===== config.mk =====
export PLATFORM = sky130hd
export DESIGN_NAME = barret_1543_rr_sched
export DESIGN_NICKNAME = d
export VERILOG_FILES = /design/src/rtl/barret_1543_rr_sched.sv
export SDC_FILE = /design/constraint.sdc
export NUM_CORES = 1
export LEC_CHECK = 0
export ABC_AREA = 1
export CAP_MARGIN = 15
export CORE_MARGIN = 1.5
export CORE_UTILIZATION = 47
export DETAILED_ROUTE_END_ITERATION = 10
export GPL_TIMING_DRIVEN = 0
export PLACE_DENSITY = 0.73
export SETUP_SLACK_MARGIN = 0.5
export SYNTH_ARGS = -nofsm -noshare
export SYNTH_HDL_FRONTEND = slang
export SYNTH_SLANG_ARGS = --single-unit

===== constraint.sdc =====
create_clock -name clk -period 14.4 [get_ports clk]
set_input_delay 1.44 -clock clk [delete_from_list [all_inputs] [get_ports clk]]
set_output_delay 1.44 -clock clk [all_outputs]
set_load 0.1 [all_outputs]

===== src/rtl/barret_1543_rr_sched.sv =====
// barret_1543_rr_sched
//
// Round-robin scheduler in front of a shared 3-stage Barrett reduction
// pipeline (modulus 1543, 21-bit operands). At most one requester is granted
// per cycle. Its operand is reduced to 0..1542 and returned together with the
// requester index on a single backpressured output channel.
//
// Handshake rule (both channels): a beat moves on a rising edge where
// valid and ready are both high. req_ready is a combinational function of
// req_valid, so a requester must never make req_valid depend on req_ready.
// Once out_valid is raised, out_data/out_id stay frozen until out_ready.
//
// Ports
//   clk        clock, rising edge
//   rst        synchronous active-high reset
//   req_valid  [NREQ]      requester i holds an operand
//   req_ready  [NREQ]      one-hot grant (zero while stalled or in reset)
//   req_data   [NREQ*21]   operand i in bits [21*i+20 : 21*i]
//   out_valid              result present
//   out_ready              consumer accepts the result
//   out_data   [11]        operand mod 1543
//   out_id     [ID_W]      index of the issuing requester
//   busy                   any pipeline stage holds a valid entry

module barret_1543_rr_sched #(
    parameter int NREQ = 4,
    parameter int ID_W = 2
) (
    input  logic               clk,
    input  logic               rst,
    input  logic [NREQ-1:0]    req_valid,
    output logic [NREQ-1:0]    req_ready,
    input  logic [NREQ*21-1:0] req_data,
    output logic               out_valid,
    input  logic               out_ready,
    output logic [10:0]        out_data,
    output logic [ID_W-1:0]    out_id,
    output logic               busy
);

    localparam logic [20:0] MODULUS = 21'd1543;
    localparam logic [21:0] MU      = 22'd2718;  // floor(2^22 / 1543)

    // Round-robin pointer: the requester searched first this cycle.
    logic [ID_W-1:0] ptr;

    // Stage 1 registers
    logic            v1;
    logic [20:0]     a1;
    logic [ID_W-1:0] id1;

    // Stage 2 registers
    logic            v2;
    logic [20:0]     a2;
    logic [10:0]     t2;
    logic [ID_W-1:0] id2;

    // Combinational signals
    logic            stall;
    logic            grant_found;
    logic [ID_W-1:0] grant_id;
    logic            transfer;
    logic [20:0]     a_sel;
    logic [9:0]      qv;
    logic [21:0]     qh;
    logic [10:0]     t_s2;
    logic [20:0]     m_s3;
    logic [12:0]     r0;
    logic [12:0]     r1;
    logic [10:0]     r2;

    assign stall = out_valid & ~out_ready;

    // Search req_valid from ptr upward, wrapping at NREQ-1; first hit wins.
    always_comb begin
        grant_found = 1'b0;
        grant_id    = '0;
        for (int k = 0; k < NREQ; k++) begin
            logic [ID_W-1:0] cand;
            cand = ID_W'((int'(ptr) + k) % NREQ);
            if (!grant_found && req_valid[cand]) begin
                grant_found = 1'b1;
                grant_id    = cand;
            end
        end
    end

    // Reset is folded in so req_ready is zero in every cycle rst is sampled.
    assign transfer = grant_found & ~stall & ~rst;

    always_comb begin
        req_ready = '0;
        if (transfer) begin
            req_ready[grant_id] = 1'b1;
        end
    end

    assign a_sel = req_data[int'(grant_id)*21 +: 21];

    // Stage 2: quotient estimate t = floor(floor(a / 2^11) * mu / 2^11).
    // The estimate undershoots the true quotient by at most 2.
    assign qv   = a1[20:11];
    assign qh   = 22'(qv) * MU;
    assign t_s2 = 11'(qh >> 11);

    // Stage 3: remainder estimate then up to two corrective subtractions.
    // t <= 1357 keeps t*1543 within 21 bits, and r stays below 3*1543.
    assign m_s3 = 21'(t2) * MODULUS;
    assign r0   = 13'(a2 - m_s3);
    assign r1   = (r0 >= 13'(MODULUS)) ? (r0 - 13'(MODULUS)) : r0;
    assign r2   = 11'((r1 >= 13'(MODULUS)) ? (r1 - 13'(MODULUS)) : r1);

    // Whole pipeline, pointer and outputs freeze together on stall.
    always_ff @(posedge clk) begin
        if (rst) begin
            ptr       <= '0;
            v1        <= 1'b0;
            a1        <= '0;
            id1       <= '0;
            v2        <= 1'b0;
            a2        <= '0;
            t2        <= '0;
            id2       <= '0;
            out_valid <= 1'b0;
            out_data  <= '0;
            out_id    <= '0;
        end else if (!stall) begin
            v1        <= transfer;
            a1        <= a_sel;
            id1       <= grant_id;
            v2        <= v1;
            a2        <= a1;
            t2        <= t_s2;
            id2       <= id1;
            out_valid <= v2;
            out_data  <= r2;
            out_id    <= id2;
            if (transfer) begin
                ptr <= (grant_id == ID_W'(NREQ - 1)) ? '0 : grant_id + 1'b1;
            end
        end
    end

    assign busy = v1 | v2 | out_valid;

endmodule


==> results.env <==
ROUTED_WIRELENGTH_UM=19120
FINALCRITICALPERIOD_PS=6837
FIRST_GLOBAL_VIAS=6901
WORST_SETUP_SKEW_AFTER_LAYOUT_PS=6.317
CTSRESIZECOUNT=0
CRITICAL_PATH_DEPTH=18
ROW_COUNT=46
FILLER_CELL_COUNT=1490
AVERAGE_VIA_COUNT_PER_STANDARD_CELL=5.085
PORTBUFFERS=109
DIE_AREA_MM2=0.01720
START_UTIL=0.4840
GRT_MAX_DEGREE=13
MAXIMUM_ROOT_TO_SINK_BUFFER_COUNT=2
TIMING.MAX_SLEW.REL_SLACK=0.3162
UNREPAIRED_SETUP_ENDPOINTS_AFTER_GLOBAL_ROUTING='no'
FP.COREAREA_MM2=0.01594
GRT_FIRST_PASS_WIRELENGTH_UM=32220
SYN-NUM-NETS=1312
HOLDBUFCOUNTCTS=0
PLACE_INST=1382
CTS_TREE='built'
WORST_R2R_STARTPOINT='t2[2]'
SYNTH.YOSYS.WARNINGS=0
ROOT_BUFFER='clkbuf_16'
PATH_CLASS='primary input to output pin'
LAYOUT_SETUP_WS_PS=7563
DRIVE_ABOVE_1_SHARE=0.05161
GRT_OVERFLOW=0
FIRST_ELEMENT_OF_THE_CRITICAL_PATH='req_valid[0]'
ARRIVAL_PS=5400
PLACE_HPWL_UM=16080
ANTENNA_CELLS=0
FIRST_PASS_ITERS=5
WORST_R2R_PATH_DEPTH=26
MAXIMUM_FREQUENCY_FROM_STATIC_TIMING_ANALYSIS_GHz=0.1463
DRTANTENNAVIOLNETS=0
DR.FIRST_ITER.DRC_COUNT=330
OUTCOME='complete, no violations'
FINALCRITPERIODSHARE=0.4748
SYNTHARSTFLOPSHARE=0
SYNTH.YOSYS.SEQ_AREA_SHARE=0.1738
SYN_AVG_CELL_AREA_UM2=7.300
SYNTH-MAIN-FF-CELL='dfxtp_1'
CRIT_PATH_MAX_FANOUT=11
NUMBER_OF_TOP_LEVEL_DESIGN_PORTS=110
CRITICAL_PATH.REG2REG.ENDPOINT='out_data[5]'
ANTENNA_VIOLATIONS_BEFORE_REPAIR=0
FF_LATCH_AREA_MM2=0.001341
SYNTHESIS.AREA_MM2=0.007716
STDCELL_COUNT=1398
FINAL_NETS=1432
TIMING.CRITICAL_PATH.SLOWEST_STAGE_CELL='clkdlybuf4s50_1'
MAXSLEWVIOLCOUNT=0
DPL_WORST_SLACK_PS=7629
CTS_INSERTED_BUFFERS=9
AREA_GROWTH_PCT=22.18
GLOBALPLACE.CONGESTION=0.8911
CTS.SINK_COUNT=67
CTS_SETUP_BUFFERS=0
CRIT_TOP_CELL='inv_1'
YOSYS_REGISTER_BITS=67
TIMING.CRITICAL_PATH.BUF_INV=8
WORST_SETUP_HOLD_PATH_CLK_SLEW_PS=60
CRITICAL_PATH_REQUIRED_PS=12960
SYNTH_ENABLE_FLOP_CELLS=0
ROUTE.VIAS.TOTAL=7109
DIE_W_UM=131.1
WORSTSETUPENDPOINTTYPE='output pin'
MULTI_INPUT_COMB_AREA_MM2=0.005475
MIN_PATH_TYPE='flip-flop to flip-flop'
MAXIMUM_CAPACITANCE_VIOLATIONS=0
FIN_SETUP_TNS_PS=0
TOTAL_COUNT_OF_HOLD_CHECK_FAILURES_IN_THE_FINAL_REPORT=0
SETUP.WORST_PATH.END='req_ready[3]'
CELL_BY_CELL_LISTING_OF_THE_CRITICAL_PATH='clkdlybuf4s50_1, or2_2, o21ai_0, inv_1, a21oi_1, inv_1, nor2_1, nand2_1, inv_1, nor2_1, nand2_1, nand3_2, inv_1, clkbuf_1, ha_1, inv_1, nor2_1, clkdlybuf4s50_1'
CRITICAL_PATH.TOP_DELAY_FAMILY='buffers and inverters'
REGTOREGSETUPSLACK_PS=8890
DPL_CELL_AREA_MM2=0.009077
WL_PER_CELL_UM=13.67
SETUP_VIOL=0
WORSTSETUPSTARTPOINTTYPE='primary input'
SYNTH.LIB_CELLS_USED.DISTINCT=43
CTS.HTREE.LEVELS=3
CRIT_PATH_MAX_INCR_DELAY_PS=1170
REMAINING_DRC_ERRORS=0
FINAL_AREA_MM2=0.009428
WORSTSKEWPAIRLATENCY_PS=330
WORST_PIN_SLEW_PS=1022
GLOBAL_ROUTE.USAGE.TOTAL=0.2266
NETLIST_INSTANCES=1057
FP.DIEH_UM=131.1
==> worst min-delay path by stage <==
stage                  from            to  depth (start not counted)
5_1_grt              id2[1]        id2[1]                          2
4_1_cts        out_data[10]  out_data[10]                          2
2_1_floorplan         a1[0]         a2[0]                          2
3_5_place_dp   out_data[10]  out_data[10]                          2
6_report       out_data[10]  out_data[10]                          2
3_3_place_gp   out_data[10]  out_data[10]                          2
==> cell families after synthesis <==
family / share of synthesized area
flip-flops: 0.1738
adder cells (fa/ha/maj): 0.3156
AO/OA/AOI/OAI: 0.1398
AND/OR/NAND/NOR: 0.2277
XOR/XNOR: 0.02270
buffers and inverters: 0.1166
multiplexers: 0.003892
==> placed cells by master, fill, tap and decap left out, types with 26 or more instances in the layout <==
cell type        instances
clkdlybuf4s50_1        109
nand2_1                205
ha_1                   113
dfxtp_1                 67
nor2_1                  87
fa_1                    51
o21ai_0                 71
clkbuf_1                26
a21oi_1                 26
inv_1                  201
nand3_1                 50
==> worst min-delay path, delay by kind of cell (launching register included) <==
family | cells | cell delay, ps
flops | 1 | 310
simple gates | 2 | 100
==> cell type report <==
cell class	instances	area share
timing repair buffer	109	0.1157
clock inverter	6	0.01181
clock buffer	10	0.02535
inverter	205	0.08162
buffer	30	0.01380
tap	216	0.02867
sequential	67	0.1423
multi-input combinational	755	0.5808
==> flip-flops by register name, summed over array words and instances (netlist names) <==
register   count
v2             1
out_data      11
id1            2
out_id         2
a1            21
out_valid      1
id2            2
t2            11
v1             1
a2            13
ptr            2
==> metal layers <==
| layer | share of wire | wire, µm | vias to the layer above | track usage |
|---|---|---|---|---|
| met1 | 0.45 | 8517 | 3266 | 0.2941 |
| li1 | - | - | 3659 | - |
| met4 | 0.021 | 398 | 0 | 0.05930 |
| met3 | 0.039 | 742 | 34 | 0.03009 |
| met2 | 0.49 | 9456 | 150 | 0.3959 |
| met5 | 0 | 0 | - | 0 |
==> synth_stat cells (all sizes together) (5+ instances only) <==
cell,count,share of area
o22ai,11,0.0089
fa,51,0.13
o211ai,22,0.021
dfxtp,67,0.17
xor2,14,0.016
clkbuf,26,0.013
nand3,55,0.040
o221ai,20,0.023
a21oi,30,0.023
nand2,222,0.11
o21ai,74,0.048
nor2,92,0.048
nand4,12,0.012
nand3b,7,0.0068
inv,204,0.099
xnor2,6,0.0068
or2,5,0.0041
ha,113,0.18
==> stage by stage <==
step	utilization	hold WS, ps
floorplan	-	428.8
global placement	0.5694	439.5
detailed placement	0.5694	444.1
CTS	0.5914	454.4
global route	0.5914	489.2
finish	0.5914	451.2
Power is not shown: default switching activity piles up to over one toggle a cycle in this logic, so the estimate is an artifact.
